### src/rtl/truth_table_sweeper_if.sv
`default_nettype none
// ============================================================================
// Module      : truth_table_sweeper_if
// Description : Bus bundle between a truth-table sweeper and its environment.
//               The slave modport is the sweeper itself: it receives the
//               sweep controls, the reference tables and the outputs of the
//               function bank, and drives the input vector, status and
//               captured tables. The master modport is the opposite side.
//   start/abort  : sweep control (master -> slave)
//   expected     : reference truth tables (master -> slave)
//   f_in         : function-bank outputs (master -> slave)
//   vec          : input vector for the function bank (slave -> master)
//   busy/done    : sweep status (slave -> master)
//   result_valid : truth_table/mismatch hold a complete sweep
//   truth_table  : truth_table[f*2**N_IN + v] = f_in[f] at vec=v
//   mismatch     : truth_table != expected
// Revision    : 1.0  initial release
// ============================================================================
interface truth_table_sweeper_if #(
  parameter int N_IN   = 3,
  parameter int N_FUNC = 5
);
  logic                         start;
  logic                         abort;
  logic [N_FUNC*(2**N_IN)-1:0]  expected;
  logic [N_FUNC-1:0]            f_in;
  logic [N_IN-1:0]              vec;
  logic                         busy;
  logic                         done;
  logic                         result_valid;
  logic [N_FUNC*(2**N_IN)-1:0]  truth_table;
  logic                         mismatch;

  modport master (
    output start, abort, expected, f_in,
    input  vec, busy, done, result_valid, truth_table, mismatch
  );

  modport slave (
    input  start, abort, expected, f_in,
    output vec, busy, done, result_valid, truth_table, mismatch
  );
endinterface
`default_nettype wire

### src/rtl/truth_table_sweeper.sv
`default_nettype none
// ============================================================================
// Module      : truth_table_sweeper
// Description : Clocked stimulus-and-capture stage for a bank of N_FUNC
//               combinational N_IN-input functions. On start it walks vec
//               through 0 .. 2**N_IN-1, holding each vector SETTLE cycles,
//               samples every function output at the end of the hold, packs
//               one truth-table word per function and compares the packed
//               result against a reference.
// Ports       : clk   - rising-edge clock
//               rst_n - synchronous active-low reset
//               bus   - truth_table_sweeper_if.slave
//                       (start, abort, expected, f_in in;
//                        vec, busy, done, result_valid, truth_table,
//                        mismatch out)
// Parameters  : N_IN   - function inputs, 2**N_IN vectors per sweep
//               N_FUNC - function outputs captured
//               SETTLE - cycles per vector before sampling, 1..15
// Revision    : 1.0  initial release
// ============================================================================
module truth_table_sweeper #(
  parameter int N_IN   = 3,
  parameter int N_FUNC = 5,
  parameter int SETTLE = 1
) (
  input  wire logic              clk,
  input  wire logic              rst_n,
  truth_table_sweeper_if.slave   bus
);

  localparam int C_NVEC = 2**N_IN;
  localparam int C_TW   = N_FUNC * C_NVEC;

  // Last vector of a sweep; the DONE transition happens here so vec never wraps.
  localparam logic [N_IN-1:0] C_VEC_LAST    = '1;
  localparam logic [3:0]      C_SETTLE_LAST = 4'(SETTLE - 1);

  typedef enum logic [1:0] {
    S_IDLE = 2'd0,
    S_WAIT = 2'd1,
    S_DONE = 2'd2
  } state_t;

  state_t            r_state;
  logic [N_IN-1:0]   r_vec;
  logic [3:0]        r_cnt;
  logic              r_busy;
  logic              r_done;
  logic              r_result_valid;
  logic              r_mismatch;
  logic [C_TW-1:0]   r_table;

  logic              w_settled;
  logic [C_TW-1:0]   w_captured;

  assign w_settled = (r_cnt == C_SETTLE_LAST);

  // Table as it will look once the current vector is captured. Each function
  // owns an aligned 2**N_IN-bit slice, so the bit to replace is selected by
  // vec alone and the index width matches the slice exactly.
  generate
    for (genvar f = 0; f < N_FUNC; f++) begin : g_capture
      logic [C_NVEC-1:0] w_slice;

      always_comb begin
        w_slice        = r_table[f*C_NVEC +: C_NVEC];
        w_slice[r_vec] = bus.f_in[f];
      end

      assign w_captured[f*C_NVEC +: C_NVEC] = w_slice;
    end
  endgenerate

  always_ff @(posedge clk) begin
    if (!rst_n) begin
      r_state        <= S_IDLE;
      r_vec          <= '0;
      r_cnt          <= '0;
      r_busy         <= 1'b0;
      r_done         <= 1'b0;
      r_result_valid <= 1'b0;
      r_mismatch     <= 1'b0;
      r_table        <= '0;
    end else begin
      case (r_state)
        S_IDLE: begin
          // start beats abort here: abort only acts on a running sweep.
          if (bus.start) begin
            r_state        <= S_WAIT;
            r_vec          <= '0;
            r_cnt          <= '0;
            r_busy         <= 1'b1;
            r_table        <= '0;
            r_result_valid <= 1'b0;
            r_mismatch     <= 1'b0;
          end
        end

        S_WAIT: begin
          if (bus.abort) begin
            // Partial table is left as-is; result_valid is already low.
            r_state <= S_IDLE;
            r_busy  <= 1'b0;
            r_vec   <= '0;
            r_cnt   <= '0;
          end else if (w_settled) begin
            r_table <= w_captured;
            r_cnt   <= '0;
            if (r_vec == C_VEC_LAST) begin
              r_state        <= S_DONE;
              r_busy         <= 1'b0;
              r_done         <= 1'b1;
              r_result_valid <= 1'b1;
              // Compare the table including the vector captured on this edge.
              r_mismatch     <= (w_captured != bus.expected);
            end else begin
              r_vec <= r_vec + 1'b1;
            end
          end else begin
            r_cnt <= r_cnt + 1'b1;
          end
        end

        S_DONE: begin
          r_state <= S_IDLE;
          r_done  <= 1'b0;
        end

        default: begin
          r_state <= S_IDLE;
          r_busy  <= 1'b0;
          r_done  <= 1'b0;
        end
      endcase
    end
  end

  assign bus.vec          = r_vec;
  assign bus.busy         = r_busy;
  assign bus.done         = r_done;
  assign bus.result_valid = r_result_valid;
  assign bus.truth_table  = r_table;
  assign bus.mismatch     = r_mismatch;

endmodule
`default_nettype wire

### src/flat_wrapper.sv
// flat-port wrapper written by rule: the top's interface ports become plain ports
module truth_table_sweeper_flat 
#(
  parameter int N_IN   = 3,
  parameter int N_FUNC = 5,
  parameter int SETTLE = 1
)
  (clk, rst_n, bus_start, bus_abort, bus_expected, bus_f_in, bus_vec, bus_busy, bus_done, bus_result_valid, bus_truth_table, bus_mismatch);
  truth_table_sweeper_if #(.N_IN(N_IN), .N_FUNC(N_FUNC)) bus_i ();
  input  wire logic clk;
  input  wire logic rst_n;
  input wire logic [$bits(bus_i.start)-1:0] bus_start;
  input wire logic [$bits(bus_i.abort)-1:0] bus_abort;
  input wire logic [$bits(bus_i.expected)-1:0] bus_expected;
  input wire logic [$bits(bus_i.f_in)-1:0] bus_f_in;
  output wire logic [$bits(bus_i.vec)-1:0] bus_vec;
  output wire logic [$bits(bus_i.busy)-1:0] bus_busy;
  output wire logic [$bits(bus_i.done)-1:0] bus_done;
  output wire logic [$bits(bus_i.result_valid)-1:0] bus_result_valid;
  output wire logic [$bits(bus_i.truth_table)-1:0] bus_truth_table;
  output wire logic [$bits(bus_i.mismatch)-1:0] bus_mismatch;
  assign bus_i.start = bus_start;
  assign bus_i.abort = bus_abort;
  assign bus_i.expected = bus_expected;
  assign bus_i.f_in = bus_f_in;
  assign bus_vec = bus_i.vec;
  assign bus_busy = bus_i.busy;
  assign bus_done = bus_i.done;
  assign bus_result_valid = bus_i.result_valid;
  assign bus_truth_table = bus_i.truth_table;
  assign bus_mismatch = bus_i.mismatch;
  truth_table_sweeper #(.N_IN(N_IN), .N_FUNC(N_FUNC), .SETTLE(SETTLE)) u_core (.clk(clk), .rst_n(rst_n), .bus(bus_i));
endmodule
### config.mk
export PLATFORM = sky130hd
export DESIGN_NAME = truth_table_sweeper_flat
export DESIGN_NICKNAME = d
export VERILOG_FILES = /design/src/rtl/truth_table_sweeper_if.sv /design/src/rtl/truth_table_sweeper.sv /design/src/flat_wrapper.sv
export SDC_FILE = /design/constraint.sdc
export NUM_CORES = 1
export LEC_CHECK = 0
export ABC_AREA = 1
export CORE_MARGIN = 2
export CORE_UTILIZATION = 45
export CTS_CLUSTER_SIZE = 30
export DETAILED_ROUTE_END_ITERATION = 12
export GPL_TIMING_DRIVEN = 0
export PLACE_DENSITY = 0.8
export SYNTH_ARGS = -nofsm -noshare
export SYNTH_HDL_FRONTEND = slang
export SYNTH_SLANG_ARGS = --single-unit
export TNS_END_PERCENT = 1
### constraint.sdc
create_clock -name clk -period 2.2 [get_ports clk]
set_clock_uncertainty 0.05 [all_clocks]
set_input_delay 0.44 -clock clk [delete_from_list [all_inputs] [get_ports clk]]
set_output_delay 0.44 -clock clk [all_outputs]
set_load 0.02 [all_outputs]
==> flow_metrics.py <==
metrics = {
    "cts": {
        "h-tree-depth": 2,
        "clkTransAtPathRegs_ps": 90,
        "clock_latency_ps": 310,
        "cts_root_buffer": "clkbuf_8",
        "ctsLongestPathBuffers": 2,
        "tritoncts": "done",
        "cts.sinks": 53,
        "cts_made_buffers": 5,
    },
    "grt": {
        "grt_util_all_layers_pct": 27.4,
        "grt_pass1_vias": 4164,
        "overflow": 0,
        "antenna_found_initial": 0,
        "grt_first_pass_wirelength_um": 19200,
        "grt_max_degree": 15,
    },
    "logic_synthesis": {
        "synthCells": 612,
        "synthSimpleGateAreaFrac_pct": 47.5,
        "syn_avg_cell_area_um2": 5.95,
        "synthMuxAreaShare_pct": 0,
        "synth_top_family_by_area": "simple AND/OR/NAND/NOR gates",
        "synth_area_leaders": "dfxtp_1, nand2_1, nand3_1",
        "synth.distinct_cells": 29,
        "synth_top_area_share_pct": 29.2,
        "synthesis.nets": 665,
        "synth-compound-area-share_pct": 8.91,
        "synthAdderAreaFrac_pct": 1.38,
        "synth_seq_cells": 53,
        "seq_area_frac_synth_pct": 29.2,
        "yosysWarnings": 0,
        "synth_commonest_cells": "nand2_1, nand3_1, inv_1",
        "synth_area_leader_cell": "dfxtp_1",
        "synth_area_mm2": 0.00364,
        "synth-edff-count": 0,
        "synth_xor_area_share_pct": 1.20,
        "yosysMostFrequentCell": "nand2_1",
        "synth_flop_cell": "dfxtp_1",
        "async_flop_share_pct": 0,
    },
    "route": {
        "wire_per_inst_um": 15.4,
        "ant_nets": 0,
        "wirelength_um": 12600,
        "drtIter0Drc": 477,
        "vias": 4558,
        "vias_per_cell": 5.59,
        "drt_first_pass_iters": 6,
        "drc": 0,
    },
    "power_and_ir_drop": {
        "netSwitchingPower_w": 0.000557,
        "ir_drop_mv": 0.229,
        "p_leak_nw": 2.02,
        "pwr-share-comb_pct": 19.5,
        "p_per_area_mw_per_mm2": 402,
        "p_sw_share_pct": 28.8,
        "p_clk_share_pct": 30.1,
        "seqPwrFrac_pct": 50.4,
        "cellInternalPower_w": 0.00138,
    },
    "floorplan": {
        "die_x_um": 93.9,
        "coreArea_mm2": 0.00777,
        "start_util_pct": 46.8,
        "die_area_mm2": 0.00882,
        "num_rows": 32,
        "die_y_um": 93.9,
        "num_io_pins": 96,
    },
    "placement": {
        "numPortBuffers": 94,
        "dp.cells": 808,
        "dp_hpwl_um": 9240,
        "gp_congestion": 0.917,
    },
    "timing": {
        "period_share_pct": 99.1,
        "max_slew_margin_pct": 56.4,
        "whs_ps": 420,
        "fin_crit_ps": 2180,
        "rsz0062_at_grt": "yes",
        "max_freq_mhz": 459,
        "finalHoldViolations": 0,
        "worst_pin_slew_ps": 654,
        "setup-violations-final": 0,
        "final-max-slew-violation-count": 0,
    },
    "layout": {
        "drive_above_1_share_pct": 6.03,
        "nNetsFinal": 766,
        "diodes": 0,
        "syn_to_final_growth_pct": 32.2,
        "final_cells": 815,
    },
    "critical_path": {
        "required_ps": 2320,
        "cpMostUsedCell": "nand2_1",
        "critPathKind": "register to register",
        "worst_path_max_delay_cell": "dfxtp_1",
        "slowest_delay_ps": 400,
        "cp_cell_sequence": "buf_4 -> nand2_1 -> nor2_1 -> nand2_1 -> nand2_1 -> nand2_1 -> nand2_1 -> nand2_1 -> nor2_1 -> nand3_1 -> nor2_1 -> nand2_1 -> nand2_1 -> a21oi_1",
        "end_kind": "register",
        "crit_arrival_ps": 2300,
        "crit_path_max_fanout": 9,
        "start_kind": "register",
    },
    "outcome": {
        "outcome": "finished clean",
    },
    "hold_path": {
        "hp-class": "register to register",
    },
    "flow_run": {
        "cap_violations": 0,
    },
}
[routing by layer]
layer  GRT usage, %  part of all wire, %  vias to the layer above
met5              0                    0                        -
met4           8.94                  2.5                        0
met3           3.61                   11                       35
met2           46.8                   46                      261
met1           35.7                   41                     2072
li1               -                    -                     2190
[cell type report]
| type | count | area, µm² |
|---|---|---|
| Buffer | 28 | 161 |
| Fill cell | 735 | 2960 |
| Inverter | 72 | 270 |
| Multi-Input combinational cell | 459 | 2160 |
| Sequential cell | 53 | 1060 |
| Timing Repair Buffer | 94 | 941 |
| Clock buffer | 7 | 86.3 |
| Tap cell | 102 | 128 |
[kinds of logic after synthesis]
logic type / after synthesis
adders and majority gates: 4
xor gates and xnor gates: 5
AOI/OAI and AO/OA: 64
buffers and inverters: 100
DFF: 53
and+or+nand+nor: 386
[worst max-delay path: cells and delay by family (launching register included)]
family	cells	cell delay (ps)
buffers and inverters	1	230
AOI/OAI and AO/OA	1	50
DFF	1	400
and+or+nand+nor	12	1300
[worst paths after layout]
| kind | depth (start not counted) | slack, ps | start | endpoint |
|---|---|---|---|---|
| setup reg to reg | 14 | 20 | u_core.bus.vec[2] | u_core.bus.mismatch |
| hold reg to reg | 2 | 420 | u_core.r_cnt[3] | u_core.r_cnt[3] |
| setup / recovery | 14 | 20 | u_core.bus.vec[2] | u_core.bus.mismatch |
| hold / removal | 2 | 420 | u_core.r_cnt[3] | u_core.r_cnt[3] |
[flip-flops by register name, summed over array words and instances (netlist names)]
register,count
u_core.r_state,2
u_core.bus.done,1
u_core.bus.result_valid,1
u_core.bus.vec,3
u_core.bus.busy,1
u_core.r_cnt,4
u_core.bus.truth_table,40
u_core.bus.mismatch,1
[power groups by stage]
stage	Sequential (W)	Combinational (W)	Clock, W
6_report	0.000974	0.000376	0.000582
5_1_grt	0.000975	0.000407	0.000617
4_1_cts	0.000974	0.000369	0.000588
3_5_place_dp	0.000996	0.000367	0
3_3_place_gp	0.000996	0.000361	0
2_1_floorplan	0.00100	0.000182	0
[stage by stage]
step           setup WS (ps)  total power (W)  instance area [µm²]  TNS, ps  utilization [%]
2_1_floorplan            438          0.00118                 3640        0                -
3_3_place_gp            -239          0.00136                 4710    -6120             60.6
3_5_place_dp            -282          0.00136                 4710    -7840             60.6
4_1_cts                 27.9          0.00193                 4790        0             61.7
5_1_grt                 -121          0.00200                 4810     -121             61.9
6_report                20.5          0.00193                 4810        0             61.9
[cell usage in the layout (no fill, tap or decap)]
cell / n
o21ai_1: 5
nor2_4: 1
buf_2: 14
clkdlybuf4s50_1: 94
nand3_1: 76
clkbuf_2: 1
nand3_2: 5
buf_6: 2
o21ai_0: 6
nand2_1: 232
a21oi_1: 51
nand3b_1: 14
or2_2: 1
clkbuf_1: 5
a211oi_1: 1
buf_4: 6
nor3_1: 1
nor2_1: 21
nor4_2: 1
inv_2: 4
inv_1: 65
a31oi_1: 1
nand3_4: 1
ha_1: 4
dfxtp_1: 53
nand2_2: 1
nand4_1: 32
buf_1: 1
clkbuf_8: 6
clkinv_1: 3
xor2_1: 5
[timing repair]
action	4_1_cts	5_1_grt
gates resized for setup	0	4
hold buffers	0	0
setup buffers	0	0
setup endpoints to repair	0	41
(Power assumes the default switching activity.)
